File: config.mk
export PLATFORM = sky130hd
export DESIGN_NAME = mux4_rr_arbiter
export DESIGN_NICKNAME = d
export VERILOG_FILES = /design/src/rtl/mux4_rr_arbiter.sv
export SDC_FILE = /design/constraint.sdc
export NUM_CORES = 1
export LEC_CHECK = 0
export CAP_MARGIN = 20
export CORE_AREA = 2 2 43 45
export CTS_BUF_LIST = sky130_fd_sc_hd__clkbuf_4
export DETAILED_ROUTE_END_ITERATION = 10
export DIE_AREA = 0 0 45 47
export PLACE_DENSITY = 0.85
export SLEW_MARGIN = 10
export SYNTH_ARGS = -nofsm -noshare
export SYNTH_HDL_FRONTEND = slang
export SYNTH_SLANG_ARGS = --single-unit
File: constraint.sdc
create_clock -name clk -period 5.6 [get_ports clk]
set_input_delay 1.12 -clock clk [delete_from_list [all_inputs] [get_ports clk]]
set_output_delay 1.12 -clock clk [all_outputs]
set_load 0.01 [all_outputs]
File: src/rtl/mux4_rr_arbiter.sv
// mux4_rr_arbiter
// Four requesters share one valid/ready output channel. A round-robin
// arbiter picks one requester at a time and holds the grant for up to
// BURST transfers. After the grant ends, priority moves to the next
// index. A single IDLE cycle always separates two grants.
module mux4_rr_arbiter #(
  parameter int DW    = 1,
  parameter int BURST = 4
) (
  input  logic          clk,
  input  logic          rst_n,
  input  logic [3:0]    req,
  input  logic [DW-1:0] in0,
  input  logic [DW-1:0] in1,
  input  logic [DW-1:0] in2,
  input  logic [DW-1:0] in3,
  input  logic          out_ready,
  output logic [3:0]    gnt,
  output logic [1:0]    sel,
  output logic [DW-1:0] out,
  output logic          out_valid
);

  localparam logic [0:0] ST_IDLE  = 1'b0;
  localparam logic [0:0] ST_GRANT = 1'b1;

  // Counter value on the final transfer of a burst
  localparam logic [3:0] CNT_LAST = 4'(BURST - 1);

  // Convert a 2-bit requester index to its one-hot grant vector
  function automatic logic [3:0] onehot4(input logic [1:0] idx);
    onehot4 = 4'b0001 << idx;
  endfunction

  logic [0:0] state_r;
  logic [1:0] ptr_r;
  logic [3:0] cnt_r;

  logic [7:0] req2_s;
  logic [3:0] rot_s;
  logic [1:0] off_s;
  logic       found_s;
  logic [1:0] winner_s;
  logic [DW-1:0] data_sel_s;
  logic       req_sel_s;
  logic       xfer_s;
  logic       release_s;

  // Rotate the request vector so that bit 0 is the requester at ptr.
  // Then take the lowest set bit as the round-robin winner.
  always_comb begin
    req2_s = {req, req};
    rot_s  = req2_s[ptr_r +: 4];
    found_s = |rot_s;
    if (rot_s[0]) begin
      off_s = 2'd0;
    end else if (rot_s[1]) begin
      off_s = 2'd1;
    end else if (rot_s[2]) begin
      off_s = 2'd2;
    end else begin
      off_s = 2'd3;
    end
    winner_s = ptr_r + off_s;
  end

  // Route the granted requester's data and request through the 4:1 mux
  always_comb begin
    case (sel)
      2'd0:    data_sel_s = in0;
      2'd1:    data_sel_s = in1;
      2'd2:    data_sel_s = in2;
      2'd3:    data_sel_s = in3;
      default: data_sel_s = in0;
    endcase
    req_sel_s = req[sel];
  end

  // Valid and data follow same-cycle req and in*. Neither depends on
  // out_ready, so no combinational path exists from ready back to valid.
  always_comb begin
    if (state_r == ST_GRANT) begin
      out_valid = req_sel_s;
    end else begin
      out_valid = 1'b0;
    end
    if (out_valid) begin
      out = data_sel_s;
    end else begin
      out = {DW{1'b0}};
    end
    xfer_s = out_valid & out_ready;
    // Release when the requester withdraws, or when the last transfer of
    // the burst completes. If both happen in the same cycle, only one
    // release takes place.
    if (state_r == ST_GRANT) begin
      release_s = ~req_sel_s | (xfer_s & (cnt_r == CNT_LAST));
    end else begin
      release_s = 1'b0;
    end
  end

  // Arbitration FSM with grant, select, pointer and burst counter registers
  always_ff @(posedge clk or negedge rst_n) begin
    if (!rst_n) begin
      state_r <= ST_IDLE;
      gnt     <= 4'b0000;
      sel     <= 2'd0;
      ptr_r   <= 2'd0;
      cnt_r   <= 4'd0;
    end else begin
      case (state_r)
        ST_IDLE: begin
          if (found_s) begin
            state_r <= ST_GRANT;
            gnt     <= onehot4(winner_s);
            sel     <= winner_s;
            cnt_r   <= 4'd0;
          end
        end
        ST_GRANT: begin
          if (release_s) begin
            state_r <= ST_IDLE;
            gnt     <= 4'b0000;
            ptr_r   <= sel + 2'd1;
            cnt_r   <= 4'd0;
          end else if (xfer_s) begin
            cnt_r <= cnt_r + 4'd1;
          end
        end
        default: begin
          state_r <= ST_IDLE;
          gnt     <= 4'b0000;
          cnt_r   <= 4'd0;
        end
      endcase
    end
  end

endmodule

After elaboration in Yosys (flattened, before gate mapping) --
Index checks and enable logic that the tools add are counted.
Storage, ports and cells: register bits after elaboration 13, input bits 11, output and inout bits 8, word-level logic and storage cells 48
Operators by class: add/subtract/negate cells 3, magnitude comparators 1, equality and inequality tests 7, shifts and indexed selects 2, mux-type cells 19, bitwise operators 5, reduce and logical (&&, ||, !) cells 6
Operator list (count):
- $mux W4 | 5
- $pmux W4 S2 | 2
- $reduce_and A2 Y1 | 4
- $shiftx A8 B3 Y4 | 1
- $mux W1 | 7
- $add A4 B1 Y4 const B | 1
- $eq A2 B2 Y1 const B | 2
- $eq A4 B2 Y1 const B | 1
- $mux W2 | 2
- $pmux W1 S4 | 1
- $reduce_or A4 Y1 | 1
- $shl A1 B2 Y4 const A | 1
- $lt A2 B3 Y1 const B | 1
- $ne A3 B1 Y1 const B | 1
- $add A2 B1 Y2 const B | 1
- $add A2 B2 Y2 | 1
- $and A1 B1 Y1 | 2
- $bmux W1 S2 | 1
- $eq A2 B1 Y1 const B | 1
- $logic_not A2 Y1 | 1
- $ne A2 B1 Y1 const B | 1
- $ne A2 B2 Y1 const B | 1
- $not A1 Y1 | 2
- $pmux W1 S2 | 1
- $or A1 B1 Y1 | 1

Longest topological paths before layout --
word-level depth 9, gate-level depth with buffers 10

Least setup slack after synthesis --
OpenSTA, ideal clock, no wires.
path type input to output, from in req[3], to out out, arrival 1.837 ns, required time 4.480 ns, path slack 2.643 ns, cell stages on the path 3, cell sequence mux4_2 -> nand2_1 -> nor2_1
Between the ends: word-level cells in the longest chain between the ends 4
Ends and longest elaborated chain:
- start, declared | line 12 | input logic [3:0] req,
- $bmux W1 S2 | line 76 | req_sel_s = req[sel];
- $mux W1 (not written as such) | line 76
- $mux W1 | line 82 | if (state_r == ST_GRANT) begin
- $mux W1 | line 87 | if (out_valid) begin
- end, declared | line 20 | output logic [DW-1:0] out,
Every way passes these cells. The select of a mux whose other input is x is not followed.

Final worst setup path --
from in req[0], to out out
The elaborated chain is that of the path after synthesis.

==> summary.txt <==
CTS
  • Hold buffers post-CTS: 0
  • CTS tree: yes
  • Clock buffer count from CTS: 3
  • Clk_lat worst skew: 0.27 ns
  • Root Driver: clkbuf_4
  • CTS Buffer Depth: 2
  • CTS clock-pin slew for the worst setup and hold paths: 0.08 ns
  • Resized cells post-CTS: 0
  • # H-tree levels: 1
  • Num Clock Sinks: 13
  • Setup Buffers After CTS: 0

Logic synthesis
  • Post-synth EDFFs: 0
  • Post-Synthesis Mean Instance Area: 9.63 µm²
  • Area share of the largest cell type after synthesis: 37.5%
  • Sequential area share after synthesis: 37.5%
  • Post-Syn Area: 867 µm²
  • Ys Warns: 0
  • Syn Nets: 107
  • Netlist cell types: 37
  • Synth Flop Type: dfrtp_1
  • Synth area leaders: dfrtp_1, ha_1, nand2_1, o21ai_0, inv_1
  • FF+latch count, synth: 13
  • Top cells by count, synth: dfrtp_1, nand2_1, inv_1, nor2_1
  • Post-synth ARST share: 100%
  • Gate Count Post-Synth: 90
  • Most frequent cell after synthesis: dfrtp_1
  • Leading area contributor after synthesis: dfrtp_1

Worst setup path
  • Slowest-stage cell, CP: mux4_2
  • WP depth: 5
  • Cell mode on critical path: clkdlybuf4s50_1
  • CP Class: in -> out
  • Crit start category: primary input
  • R2r setup slk: 3.35 ns
  • R2R Path Start: ptr_r[0]
  • CP Buf/Inv Count: 2
  • Crit Path Max Fanout: 7
  • CP Launch Point: req[0]
  • Delay of the slowest cell on the worst path: 0.57 ns
  • CP Cell Sequence: clkdlybuf4s50_1, mux4_2, nand2_1, nor2_1, clkdlybuf4s50_1
  • Worst reg-to-reg path cell count: 8
  • Reg2reg end: sel[1]
  • Worst setup path endpoint: out
  • Cell family with most CP delay: buffers and inverters
  • CP required: 4.48 ns
  • Crit path DAT: 2.88 ns
  • CP endpoint kind: primary output

Placement
  • HPWL after DPL: 1.36 mm
  • Post-Place Worst Slack: 1.60 ns
  • Gpl congestion: 0.821
  • Input/output buffers: 18
  • Dpl cells: 124

Floorplanning
  • Die X: 45 µm
  • Starting Density: 52.5%
  • Die Y: 47 µm
  • Row cnt: 15
  • Std-Cell Core Area: 1650 µm²
  • Io pins: 19
  • Die ar.: 2120 µm²

GRT
  • Number of global-route vias before repair: 735
  • Pin count of the biggest net entering global routing: 14
  • Initial antenna violation count: 0
  • Gr usage total: 19.9%
  • Remaining global-route overflow: 0
  • First-pass GRT wire length: 3.09 mm

STA
  • Clock skew: 0.00393 ns
  • Setup violators final: 0
  • Clock period minus worst slack: 4.00 ns
  • Fmax: 250 MHz
  • Slew Viols, Final: 0
  • Tcrit/Tclk final: 71.4%
  • Worst-margin pin slew: 0.582 ns
  • Setup WS post-layout: 1.60 ns
  • Hold Vio Cnt, Final: 0
  • Worst slew margin: 60.8%
  • Setup tns final: 0 ns
  • RSZ-0062 raised after global routing: no

Drt
  • Router iterations before antenna repair: 4
  • Avg Vias per Cell: 5.75
  • Antenna viol nets, final: 0
  • Number of remaining DRC errors: 0
  • Wirelength per Cell: 13.3 µm
  • Drt initial violations: 22
  • Wirelength, routed: 1.70 mm
  • DR vias: 736

Flow run
  • Max-cap violations: 0

Final layout
  • Post-Route Utilization: 65.8%
  • Proportion of layout cells with a drive suffix above 1: 11.7%
  • Area grow syn2layout: 25.4%
  • Post-Layout Cell Count: 128
  • ANT cells: 0
  • Final #Nets: 129

Power
  • Total power: 505 µW
  • Pwr dens: 464 nW/µm²
  • Max VDD drop: 0.302 mV
  • Static Leak: 0.000459 µW

Status
  • Outcome: completed

Min path
  • Hold WC Path Type: reg -> reg
-- worst min path at each step --
stage | start | cells past startpoint | slack (ns) | endpoint
2_1_floorplan | cnt_r[1] | 2 | 0.47 | cnt_r[1]
3_3_place_gp | cnt_r[1] | 2 | 0.49 | cnt_r[1]
3_5_place_dp | cnt_r[1] | 2 | 0.51 | cnt_r[1]
4_1_cts | cnt_r[1] | 2 | 0.52 | cnt_r[1]
5_1_grt | gnt[2] | 2 | 0.56 | gnt[2]
6_report | cnt_r[1] | 2 | 0.52 | cnt_r[1]
-- per-stage QoR --
step	area (µm²)	hold slack (ns)
after global routing	1090	0.560
after floorplan	867	0.474
after CTS	1090	0.525
after global placement	1060	0.494
final	1090	0.523
after detailed placement	1060	0.507
-- metal layers --
metal / routed length [µm] / up-vias / track usage (%)
met5: 0 / - / 0
met4: 0 / 0 / 2.94
met3: 47 / 0 / 5.77
met2: 811 / 8 / 31.4
met1: 843 / 355 / 28.0
li1: - / 373 / -
-- placed cells by master, fill, tap and decap left out, drive strengths merged, types with 2 or more instances in the layout --
| cell | count |
|---|---|
| dfrtp | 13 |
| a21oi | 4 |
| o21ai | 6 |
| nand2 | 12 |
| inv | 7 |
| ha | 6 |
| nor2b | 2 |
| nor2 | 7 |
| nand2b | 2 |
| o22ai | 2 |
| clkdlybuf4s50 | 18 |
| mux2 | 3 |
| o311ai | 2 |
| clkbuf | 4 |
| nand4 | 2 |
-- registers in the layout, indices dropped and copies added, names as in the netlist --
| name | cells |
|---|---|
| gnt | 4 |
| cnt_r | 4 |
| ptr_r | 2 |
| state_r | 1 |
| sel | 2 |
-- report_power, final --
| group | internal, µW | switching [µW] | leakage, µW | total (µW) |
|---|---|---|---|---|
| clock | 32.4 | 30.0 | 0.0000184 | 62.4 |
| combinational | 141 | 134 | 0.000275 | 275 |
| sequential | 125 | 42.6 | 0.000166 | 168 |
-- final cells by class --
class / instances / area (µm²)
clock buffers: 4 / 30.0
flip-flops and latches: 13 / 325
well taps: 17 / 21.3
fillers: 136 / 564
repair buffers: 18 / 180
inverters: 7 / 26.3
multi-input cells: 69 / 504
-- cell families after synthesis --
logic type	count (synthesis)	share of synthesized area (%)
AND/OR/NAND/NOR	37	23.8
adder cells (fa/ha/maj)	6	8.66
buffers and inverters	8	4.33
multiplexers	5	8.08
AO/OA/AOI/OAI	21	17.6
flip-flops	13	37.5
-- tightest hold or removal path: stages, from the launching register on --
cell and delay [ns]:
dfrtp_1 0.37, nand2_1 0.05, o21ai_0 0.07
Power figures use the tool's default switching activity.
